<file path="src/rtl/overture_pkg.sv">
// Shared types for the Overture register file: instruction classes, field
// codes, FSM states and the illegal-instruction decode.
package overture_pkg;

  localparam int OVT_DATA_W = 8;

  typedef enum logic [1:0] {
    CLS_IMM  = 2'b00,
    CLS_CALC = 2'b01,
    CLS_COPY = 2'b10,
    CLS_COND = 2'b11
  } instr_class_e;

  // COPY field code that selects the input/output port instead of a register
  localparam logic [2:0] PORT_CODE    = 3'd6;
  localparam logic [2:0] ILLEGAL_CODE = 3'd7;

  typedef enum logic {
    ST_RUN  = 1'b0,
    ST_HALT = 1'b1
  } state_e;

  // CALC may only name ops 0-5; COPY may not use code 7 in either field
  function automatic logic is_illegal(input logic [7:0] instr);
    logic bad;
    bad = 1'b0;
    case (instr_class_e'(instr[7:6]))
      CLS_CALC: bad = (instr[2:0] == PORT_CODE) || (instr[2:0] == ILLEGAL_CODE);
      CLS_COPY: bad = (instr[5:3] == ILLEGAL_CODE) || (instr[2:0] == ILLEGAL_CODE);
      default:  bad = 1'b0;
    endcase
    return bad;
  endfunction

endpackage

</file>
<file path="src/rtl/overture_regfile_if.sv">
// Instruction, ALU and I/O port bundle of the Overture register file.
// slave = the register file, master = whoever drives instructions and ports.
interface overture_regfile_if
  import overture_pkg::*;
#(
  parameter int DATA_W = OVT_DATA_W
);
  logic              instr_valid;
  logic [7:0]        instr;
  logic              instr_ready;
  logic [DATA_W-1:0] alu_in1;
  logic [DATA_W-1:0] alu_in2;
  logic [7:0]        alu_op;
  logic [DATA_W-1:0] alu_result;
  logic              in_valid;
  logic [DATA_W-1:0] in_data;
  logic              in_ready;
  logic              out_valid;
  logic [DATA_W-1:0] out_data;
  logic              out_ready;
  logic [DATA_W-1:0] jump_target;
  logic [DATA_W-1:0] cond_value;

  modport slave (
    input  instr_valid, instr, alu_result, in_valid, in_data, out_ready,
    output instr_ready, alu_in1, alu_in2, alu_op, in_ready,
           out_valid, out_data, jump_target, cond_value
  );

  modport master (
    output instr_valid, instr, alu_result, in_valid, in_data, out_ready,
    input  instr_ready, alu_in1, alu_in2, alu_op, in_ready,
           out_valid, out_data, jump_target, cond_value
  );
endinterface

</file>
<file path="src/rtl/overture_out_buf.sv">
// One-entry output port buffer. The caller only asserts load_i when the
// slot is free or draining in the same cycle.
module overture_out_buf
  import overture_pkg::*;
#(
  parameter int DATA_W = OVT_DATA_W
) (
  input  logic              clk,
  input  logic              rst_n,
  input  logic              load_i,
  input  logic [DATA_W-1:0] load_data_i,
  input  logic              drain_i,
  output logic              valid_o,
  output logic [DATA_W-1:0] data_o
);

  logic              valid_q;
  logic [DATA_W-1:0] data_q;

  // Load wins over drain so a simultaneous drain+load keeps the slot full
  always_ff @(posedge clk or negedge rst_n) begin
    if (!rst_n) begin
      valid_q <= 1'b0;
      data_q  <= '0;
    end else if (load_i) begin
      valid_q <= 1'b1;
      data_q  <= load_data_i;
    end else if (valid_q && drain_i) begin
      valid_q <= 1'b0;
    end
  end

  assign valid_o = valid_q;
  assign data_o  = data_q;

endmodule

</file>
<file path="src/rtl/overture_regfile.sv">
// Overture register file r0-r5 with instruction decode, ALU operand/result
// routing and COPY access to the input/output ports.
// Optional feature: OVERTURE_REGFILE_ILLEGAL_HALT_EN turns an illegal
// instruction into a permanent HALT and adds the halted port.
module overture_regfile
  import overture_pkg::*;
#(
  parameter int DATA_W = OVT_DATA_W
) (
  input  logic              clk,
  input  logic              rst_n,
  overture_regfile_if.slave bus
`ifdef OVERTURE_REGFILE_ILLEGAL_HALT_EN
  ,
  output logic              halted
`endif
);

  instr_class_e      cls;
  logic [2:0]        src;
  logic [2:0]        dst;
  logic              illegal;
  logic              need_in;
  logic              need_out;
  logic              stall;
  logic              ready;
  logic              accept;
  logic [DATA_W-1:0] src_val;
  logic              out_valid;
  logic [DATA_W-1:0] out_data;
  logic [DATA_W-1:0] regs_q [6];
  logic [DATA_W-1:0] regs_d [6];
  state_e            state_q;

  // Decode the presented instruction and work out whether it can go this cycle
  always_comb begin
    cls      = instr_class_e'(bus.instr[7:6]);
    src      = bus.instr[5:3];
    dst      = bus.instr[2:0];
    illegal  = is_illegal(bus.instr);
    need_in  = (cls == CLS_COPY) && !illegal && (src == PORT_CODE);
    need_out = (cls == CLS_COPY) && !illegal && (dst == PORT_CODE);
    stall    = (need_in && !bus.in_valid) || (need_out && out_valid && !bus.out_ready);
    // rst_n gating keeps the handshake dead while reset is held
    ready    = rst_n && (state_q == ST_RUN) && !stall;
    accept   = bus.instr_valid && ready;
    src_val  = '0;
    if (src < PORT_CODE) begin
      src_val = regs_q[src];
    end else if (src == PORT_CODE) begin
      src_val = bus.in_data;
    end
  end

  // Next register contents for the accepted instruction
  always_comb begin
    regs_d = regs_q;
    if (accept && !illegal) begin
      case (cls)
        CLS_IMM:  regs_d[0] = DATA_W'(bus.instr[5:0]);
        CLS_CALC: regs_d[3] = bus.alu_result;
        CLS_COPY: if (dst < PORT_CODE) regs_d[dst] = src_val;
        default:  ;
      endcase
    end
  end

  // Architectural registers
  always_ff @(posedge clk or negedge rst_n) begin
    if (!rst_n) begin
      for (int i = 0; i < 6; i++) regs_q[i] <= '0;
    end else begin
      regs_q <= regs_d;
    end
  end

  // RUN/HALT control; only reset leaves HALT
  always_ff @(posedge clk or negedge rst_n) begin
    if (!rst_n) begin
      state_q <= ST_RUN;
`ifdef OVERTURE_REGFILE_ILLEGAL_HALT_EN
    end else if (accept && illegal) begin
      state_q <= ST_HALT;
`endif
    end else begin
      state_q <= state_q;
    end
  end

  overture_out_buf #(
    .DATA_W (DATA_W)
  ) u_out_buf (
    .clk         (clk),
    .rst_n       (rst_n),
    .load_i      (accept && need_out),
    .load_data_i (src_val),
    .drain_i     (bus.out_ready),
    .valid_o     (out_valid),
    .data_o      (out_data)
  );

  assign bus.instr_ready = ready;
  assign bus.in_ready    = accept && need_in;
  assign bus.alu_in1     = regs_q[1];
  assign bus.alu_in2     = regs_q[2];
  assign bus.alu_op      = bus.instr;
  assign bus.out_valid   = out_valid;
  assign bus.out_data    = out_data;
  assign bus.jump_target = regs_q[0];
  assign bus.cond_value  = regs_q[3];

`ifdef OVERTURE_REGFILE_ILLEGAL_HALT_EN
  assign halted = (state_q == ST_HALT);
`endif

endmodule

</file>
<file path="src/flat_wrapper.sv">
// flat-port wrapper written by rule: the top's interface ports become plain ports
module overture_regfile_flat import overture_pkg::*;
#(
  parameter int DATA_W = OVT_DATA_W
)
  (clk, rst_n, bus_instr_valid, bus_instr, bus_alu_result, bus_in_valid, bus_in_data, bus_out_ready, bus_instr_ready, bus_alu_in1, bus_alu_in2, bus_alu_op, bus_in_ready, bus_out_valid, bus_out_data, bus_jump_target, bus_cond_value);
  overture_regfile_if #(.DATA_W(DATA_W)) bus_i ();
  input  logic clk;
  input  logic rst_n;
  input wire logic [$bits(bus_i.instr_valid)-1:0] bus_instr_valid;
  input wire logic [$bits(bus_i.instr)-1:0] bus_instr;
  input wire logic [$bits(bus_i.alu_result)-1:0] bus_alu_result;
  input wire logic [$bits(bus_i.in_valid)-1:0] bus_in_valid;
  input wire logic [$bits(bus_i.in_data)-1:0] bus_in_data;
  input wire logic [$bits(bus_i.out_ready)-1:0] bus_out_ready;
  output wire logic [$bits(bus_i.instr_ready)-1:0] bus_instr_ready;
  output wire logic [$bits(bus_i.alu_in1)-1:0] bus_alu_in1;
  output wire logic [$bits(bus_i.alu_in2)-1:0] bus_alu_in2;
  output wire logic [$bits(bus_i.alu_op)-1:0] bus_alu_op;
  output wire logic [$bits(bus_i.in_ready)-1:0] bus_in_ready;
  output wire logic [$bits(bus_i.out_valid)-1:0] bus_out_valid;
  output wire logic [$bits(bus_i.out_data)-1:0] bus_out_data;
  output wire logic [$bits(bus_i.jump_target)-1:0] bus_jump_target;
  output wire logic [$bits(bus_i.cond_value)-1:0] bus_cond_value;
  assign bus_i.instr_valid = bus_instr_valid;
  assign bus_i.instr = bus_instr;
  assign bus_i.alu_result = bus_alu_result;
  assign bus_i.in_valid = bus_in_valid;
  assign bus_i.in_data = bus_in_data;
  assign bus_i.out_ready = bus_out_ready;
  assign bus_instr_ready = bus_i.instr_ready;
  assign bus_alu_in1 = bus_i.alu_in1;
  assign bus_alu_in2 = bus_i.alu_in2;
  assign bus_alu_op = bus_i.alu_op;
  assign bus_in_ready = bus_i.in_ready;
  assign bus_out_valid = bus_i.out_valid;
  assign bus_out_data = bus_i.out_data;
  assign bus_jump_target = bus_i.jump_target;
  assign bus_cond_value = bus_i.cond_value;
  overture_regfile #(.DATA_W(DATA_W)) u_core (.clk(clk), .rst_n(rst_n), .bus(bus_i));
endmodule
</file>
<file path="config.mk">
export PLATFORM = sky130hd
export DESIGN_NAME = overture_regfile_flat
export DESIGN_NICKNAME = d
export VERILOG_FILES = /design/src/rtl/overture_pkg.sv /design/src/rtl/overture_regfile_if.sv /design/src/rtl/overture_out_buf.sv /design/src/rtl/overture_regfile.sv /design/src/flat_wrapper.sv
export SDC_FILE = /design/constraint.sdc
export NUM_CORES = 1
export LEC_CHECK = 0
export ABC_AREA = 1
export CAP_MARGIN = 25
export CORE_ASPECT_RATIO = 2
export CORE_MARGIN = 2
export CORE_UTILIZATION = 45
export DETAILED_ROUTE_END_ITERATION = 8
export PLACE_DENSITY_LB_ADDON = 0.05
export SETUP_SLACK_MARGIN = 0.15
export SYNTH_ARGS = -nofsm -noshare
export SYNTH_HDL_FRONTEND = slang
export SYNTH_HIERARCHICAL = 1
export SYNTH_SLANG_ARGS = --single-unit
export TNS_END_PERCENT = 1
</file>
<file path="constraint.sdc">
create_clock -name clk -period 1.7 [get_ports clk]
set_clock_uncertainty 0.15 [all_clocks]
set_input_delay 0.34 -clock clk [delete_from_list [all_inputs] [get_ports clk]]
set_output_delay 0.34 -clock clk [all_outputs]
set_load 0.01 [all_outputs]
</file>
After elaboration in Yosys (flattened, before gate mapping)
Index checks and enable logic that the tools add are counted.
- reduce and logical (&&, ||, !) cells: 27
- mux-type cells: 14
- order comparisons: 5
- eq/ne operators: 7
- bitwise operators: 2
- operator list (kind ; count):
    bitwise mux 48 bit ; 1
    two-way mux 48 bit ; 1
    two-way mux 8 bit ; 5
    case mux 8 bit (2 select lines) ; 2
    binary-select mux 8 bit (select 3 bit) ; 1
    demux 8 bit (select 3 bit) ; 1
    logical AND 1 bit ; 13
    equality test 3 bit, second input constant ; 4
    AND reduction 3 bit ; 3
    >= comparator 4 bit, second input constant ; 2
    NOT 3 -> 4 bit ; 2
    < comparator 3 bit, second input constant ; 2
    nonzero test 2 bit ; 3
    zero test 1 bit ; 4
    < comparator 4 x 1 -> 1 bit, second input constant ; 1
    logical OR 1 bit ; 3
    equality test 2 x 1 -> 1 bit, second input constant ; 1
    equality test 2 bit, second input constant ; 1
    zero test 2 bit ; 1
    two-way mux 1 bit ; 2
    != test 2 bit, second input constant ; 1
    case mux 1 bit (2 select lines) ; 1
- logic and storage cells: 63
- output and inout bits: 51
- bits in registers: 57
- input bits: 29

Logic depth before layout (Yosys ltp)
- depth in word-level cells: 14
- gate-level depth with buffers: 14
- mapped depth without buffers: 13

Hierarchy
The synthesis kept the hierarchy.
- by module, submodules not included (module ; instances ; sequential area each (um^2) ; area an instance (um^2) ; cells each):
    overture_regfile ; 1 ; 1201.2 ; 3475.8 ; 506
    overture_out_buf ; 1 ; 225.2 ; 341.6 ; 38

Least setup slack after synthesis
No wires, ideal clock.
- kind: input -> output
- from: input bus_instr[6]
- to: output bus_in_ready
- stages: 9
- data required time: 1.210 ns
- path buffers: 0
- setup slack: -0.288 ns
- arrival: 1.498 ns
- path through: inv_1 > ha_1 > nand2_1 > inv_1 > nand2_1 > nand2_2 > a21oi_1 > nand3_2 > nor4_1
- cells in the longest elaborated chain, start to end: 12
- elaborated cells between the ends (all ways): 15
- classes of those cells: eq/ne: 2; mux: 1; reduce/logical: 12
- RTL lines (what ; line ; source):
    start: declaration ; flat_wrapper.sv:11 ; input wire logic [$bits(bus_i.instr)-1:0] bus_instr;
    equality test 2 bit or equality test 2 x 1 -> 1 bit (tied branches) ; overture_pkg.sv:27, overture_regfile.sv:41, overture_regfile.sv:42 ;
    case mux 1 bit (2 select lines) ; overture_pkg.sv:27 ; case (instr_class_e'(instr[7:6]))
    zero test 1 bit ; overture_regfile.sv:41, overture_regfile.sv:42 ;
    logical AND 1 bit (*) ; overture_regfile.sv:41, overture_regfile.sv:42 ;
    logical AND 1 bit ; overture_regfile.sv:42 ; need_out = (cls == CLS_COPY) && !illegal && (dst == PORT_CODE);
    logical AND 1 bit (2 in series) ; overture_regfile.sv:43 ; stall = (need_in && !bus.in_valid) || (need_out && out_valid && !bus.out_ready);
    logical OR 1 bit ; overture_regfile.sv:43 ;
    zero test 1 bit ; overture_regfile.sv:45 ; ready = rst_n && (state_q == ST_RUN) && !stall;
    logical AND 1 bit ; overture_regfile.sv:45 ;
    logical AND 1 bit ; overture_regfile.sv:46 ; accept = bus.instr_valid && ready;
    logical AND 1 bit (*) ; overture_regfile.sv:103 ; assign bus.in_ready = accept && need_in;
    end: declaration ; flat_wrapper.sv:20 ; output wire logic [$bits(bus_i.in_ready)-1:0] bus_in_ready;
Every way passes the cells marked *; elsewhere a longest branch is shown, timed or not.

Worst setup path after layout
- from: input bus_instr[0]
- to: output bus_in_ready
- cells in the longest elaborated chain, start to end: 13
- elaborated cells between the ends (all ways): 17
- classes of those cells: eq/ne: 2; mux: 1; reduce/logical: 14
- RTL lines (what ; line):
    equality test 3 bit (on tied branches) ; overture_pkg.sv:28, overture_pkg.sv:29, overture_regfile.sv:42
    logical OR 1 bit (on tied branches) ; overture_pkg.sv:29, overture_pkg.sv:28
    case mux 1 bit (2 select lines) ; overture_pkg.sv:27
    zero test 1 bit ; overture_regfile.sv:41, overture_regfile.sv:42
    logical AND 1 bit ; overture_regfile.sv:41, overture_regfile.sv:42
    logical AND 1 bit ; overture_regfile.sv:42
    logical AND 1 bit (2 in series) ; overture_regfile.sv:43
    logical OR 1 bit ; overture_regfile.sv:43
    zero test 1 bit ; overture_regfile.sv:45
    logical AND 1 bit ; overture_regfile.sv:45
    logical AND 1 bit ; overture_regfile.sv:46
    logical AND 1 bit (*) ; overture_regfile.sv:103
Marks and branches as above.

==> key figures <==
Run status
  – Outcome: finished, violations left
  – Failing checks: negative hold slack, negative setup slack

STA
  – # setup viols final: 53
  – Final WS setup: -0.281 ns
  – Max Freq: 0.505 GHz
  – Worst-Margin Slew: 0.472 ns
  – Setup TNS: -7.69 ns
  – WHS: -0.00757 ns
  – Min Tclk post-route: 1.98 ns
  – Count of final max-slew check failures: 0
  – Unrepaired setup endpoints after global routing: true
  – Final hold violations: 6
  – Fin crit share: 1.17
  – Relative slew slack: 0.684

Clock tree
  – CTS root buf: clkbuf_16
  – Clock-pin transition on the worst setup and hold timing paths: 0.05 ns
  – TritonCTS clock tree: built
  – Clk buf depth: 2
  – Worst-skew pair later-pin latency: 0.33 ns
  – CTS Buf Count: 9
  – Total number of H-tree levels: 3
  – CTS sink count: 57

Logic synthesis
  – Main combinational cell family by area after synthesis: simple AND/OR/NAND/NOR gates
  – Yosys warning count: 6
  – Post-synthesis compound-gate area fraction: 0.0249
  – Adder-cell share of the synthesized area: 0.00983
  – Synthesized flop and latch total: between 50 and 60
  – Area of the mapped netlist: 0.00382 sq mm
  – Mapped Cells: 544
  – Synth cell types: 26
  – Seq/Total Area, Yosys: 0.374
  – Syn_nets: 576
  – Yosys top cell area share: 0.374
  – Simple-Gate Fraction of Synth Area: 0.397
  – Area leader, netlist: dfrtp_1
  – Syn_area_per_cell: 7.02 sq um
  – Mux cell area share after synthesis: 0
  – Dominant cells by area after synthesis: dfrtp_1 (37%), nand2_1 (23%), buf_4 (8.5%)
  – XOR/XNOR share of the synthesized area: 0

Detailed routing
  – Metal-1 WL: roughly 4.2 mm
  – DR vias/cell: about 5.0
  – Met2 wire len: 6.23 mm
  – Met3 WL: 526 um
  – First-pass detailed-route iteration total: 6
  – Highest metal used: met4
  – Wire per inst: 15.3 um
  – Routed Antenna Nets: 0
  – Post-Route WL: 11.5 mm
  – Via count: between 3000 and 4000
  – Drt first-iter violations: between 300 and 400
  – DRC: 0

Setup path
  – Worst Setup SP: bus_instr[0]
  – Worst-case reg-to-reg path depth: 14
  – Crit Reg-Reg Startpoint: u_core/u_out_buf/valid_o
  – Reg-to-reg endpoint: u_core/regs_q[11]
  – Crit-path max FO: 3
  – Reg2reg setup slack: -0.15 ns
  – Slowest stage cell, crit path: dlygate4sd2_1
  – Setup crit start kind: primary input
  – Slowest stage delay, CP: 0.25 ns
  – Worst-path cell chain: dlygate4sd2_1 > inv_2 > nand2_4 > nand2_2 > nand2_2 > a21oi_4 > nand3_4 > nor4_4 > buf_2
  – Setup CP Type: primary input to output port
  – CP Capture Type: output port
  – Worst path most repeated cell: nand2_2
  – Worst Path Arrival: 1.49 ns
  – CP endpoint: bus_in_ready
  – Worst Path Required: 1.21 ns

Layout
  – Finished Layout Cells: 750
  – Final nets: 679
  – Finished Core Util: 0.641
  – Filler cell count: 781
  – # diodes: 0
  – Layout Area Growth over Synthesis: 38.3%
  – Finished Cell Area: 0.00528 sq mm
  – Share of cells above drive strength 1: 0.216

GRT
  – Largest net degree at the start of global routing: 38
  – Gr ovfl total: 0
  – First-pass GRT wire length: 19.0 mm
  – Number of antenna violations at the first check in global routing: 0
  – Number of global-route vias before repair: 3843
  – GRT Util Overall: 0.263

Placed design
  – GPL Wtd Cong: 0.909
  – Placed Area: 0.00495 sq mm
  – I/O Buffers: 79
  – Placed Cells: 733
  – Post-detail-place hpwl: 8.98 mm

Die
  – Core Area: 0.00823 sq mm
  – Initial Util: 0.464
  – Die span in x: 69.1 um
  – Num rows: 47
  – Die area: 0.00928 sq mm
  – Num ports: 80
  – Chip height: 134 um

Power and ir drop
  – Peak supply drop: roughly 0.89 mV
  – PwrDens: approximately 880 mW/mm^2
  – Tot Pwr: 4.67 mW
  – Leakage Power: 2.92 nW

Hold path
  – Hold crit path type: primary input to asynchronous set/reset pin

Job
  – Max_cap viols: 0
-- critical path, delay by kind of cell --
family,cells,cell delay [ns]
compound gates,1,0.18
buf+inv,3,0.52
simple gates,5,0.44
-- area by class of cell --
| type | count | area (sq um) | share of cell area |
|---|---|---|---|
| clock buffer | 11 | 253 | 0.0479 |
| clock inverter | 5 | 53.8 | 0.0102 |
| inverter | 73 | 303 | 0.0573 |
| multi-input combinational | 357 | 1760 | 0.333 |
| sequential | 57 | 1430 | 0.270 |
| tap | 98 | 123 | 0.0232 |
| timing repair buffer | 149 | 1360 | 0.258 |
-- worst min-delay path by stage --
stage,depth (start not counted),to,from
6_report,2,u_core/bus.cond_value[6],rst_n
3_3_place_gp,2,u_core/regs_q[14],u_core/regs_q[14]
4_1_cts,2,u_core/bus.cond_value[1],rst_n
5_1_grt,2,u_core/bus.cond_value[6],rst_n
2_1_floorplan,0,u_core/bus.alu_in1[0],rst_n
3_5_place_dp,2,u_core/regs_q[14],u_core/regs_q[14]
-- power by group --
group / internal, mW / switching [mW]
Clock: 1.21 / 0.618
Sequential: 1.53 / 0.111
Combinational: 0.540 / 0.665
Total: 3.27 / 1.39
-- cells in the mapped netlist --
master / count
inv_4: 1
o21ai_0: 9
o21ai_1: 8
buf_4: 43
buf_2: 8
ha_1: 3
nand3_1: 37
nor2_4: 3
nor3_1: 1
nand3_4: 3
buf_6: 2
dfrtp_1: 57
nand2_2: 11
clkinv_1: 2
nand2_4: 1
inv_1: 67
nand4_1: 32
nor3_2: 1
nand2_1: 232
nor2_1: 5
a21oi_1: 2
nor4_1: 1
inv_2: 3
buf_12: 4
nor2_2: 7
nand3_2: 1
-- metrics by stage --
| step | setup slack [ns] | hold WS [ns] |
|---|---|---|
| finish | -0.281 | -0.00757 |
| global route | -0.331 | 0.0522 |
| CTS | -0.256 | 0.0130 |
| detailed placement | -1.25 | 0.311 |
| global placement | -1.21 | 0.305 |
| floorplan | -0.0643 | -0.106 |
-- routing by layer --
layer	GRT usage	vias up
li1	-	1857
met5	0	-
met2	0.472	136
met3	0.0406	36
met1	0.290	1743
met4	0.151	0
-- cell usage in the layout (no fill, tap or decap), drive strengths merged, types with 2 or more instances in the layout --
master	instances
clkinv	5
inv	71
nand3	41
clkdlybuf4s15	3
clkdlybuf4s50	18
nor3	2
o21ai	17
clkbuf	13
a21oi	2
dfrtp	57
ha	3
nand2	244
nor2	15
dlygate4sd2	50
buf	76
nand4	32
-- timing repair --
item	4_1_cts	5_1_grt
buffers inserted	1	0
resized for setup	102	9
hold buffers	0	0
endpoints found under the setup margin	108	69
pin swaps	11	1
-- kinds of logic after synthesis --
logic type / after synthesis
flops: 57
compound gates: 19
fa+ha+maj: 3
simple gates: 335
buf+inv: 130
-- registers in the layout, summed over array words and instances (netlist names) --
name                      flops
u_core/u_out_buf/valid_o      1
u_core/u_out_buf/data_o       8
u_core/regs_q                16
u_core/bus.alu_in2            8
u_core/bus.cond_value         8
u_core/bus.alu_in1            8
u_core/bus.jump_target        8
No activity file was read; power rests on OpenSTA's default activity.
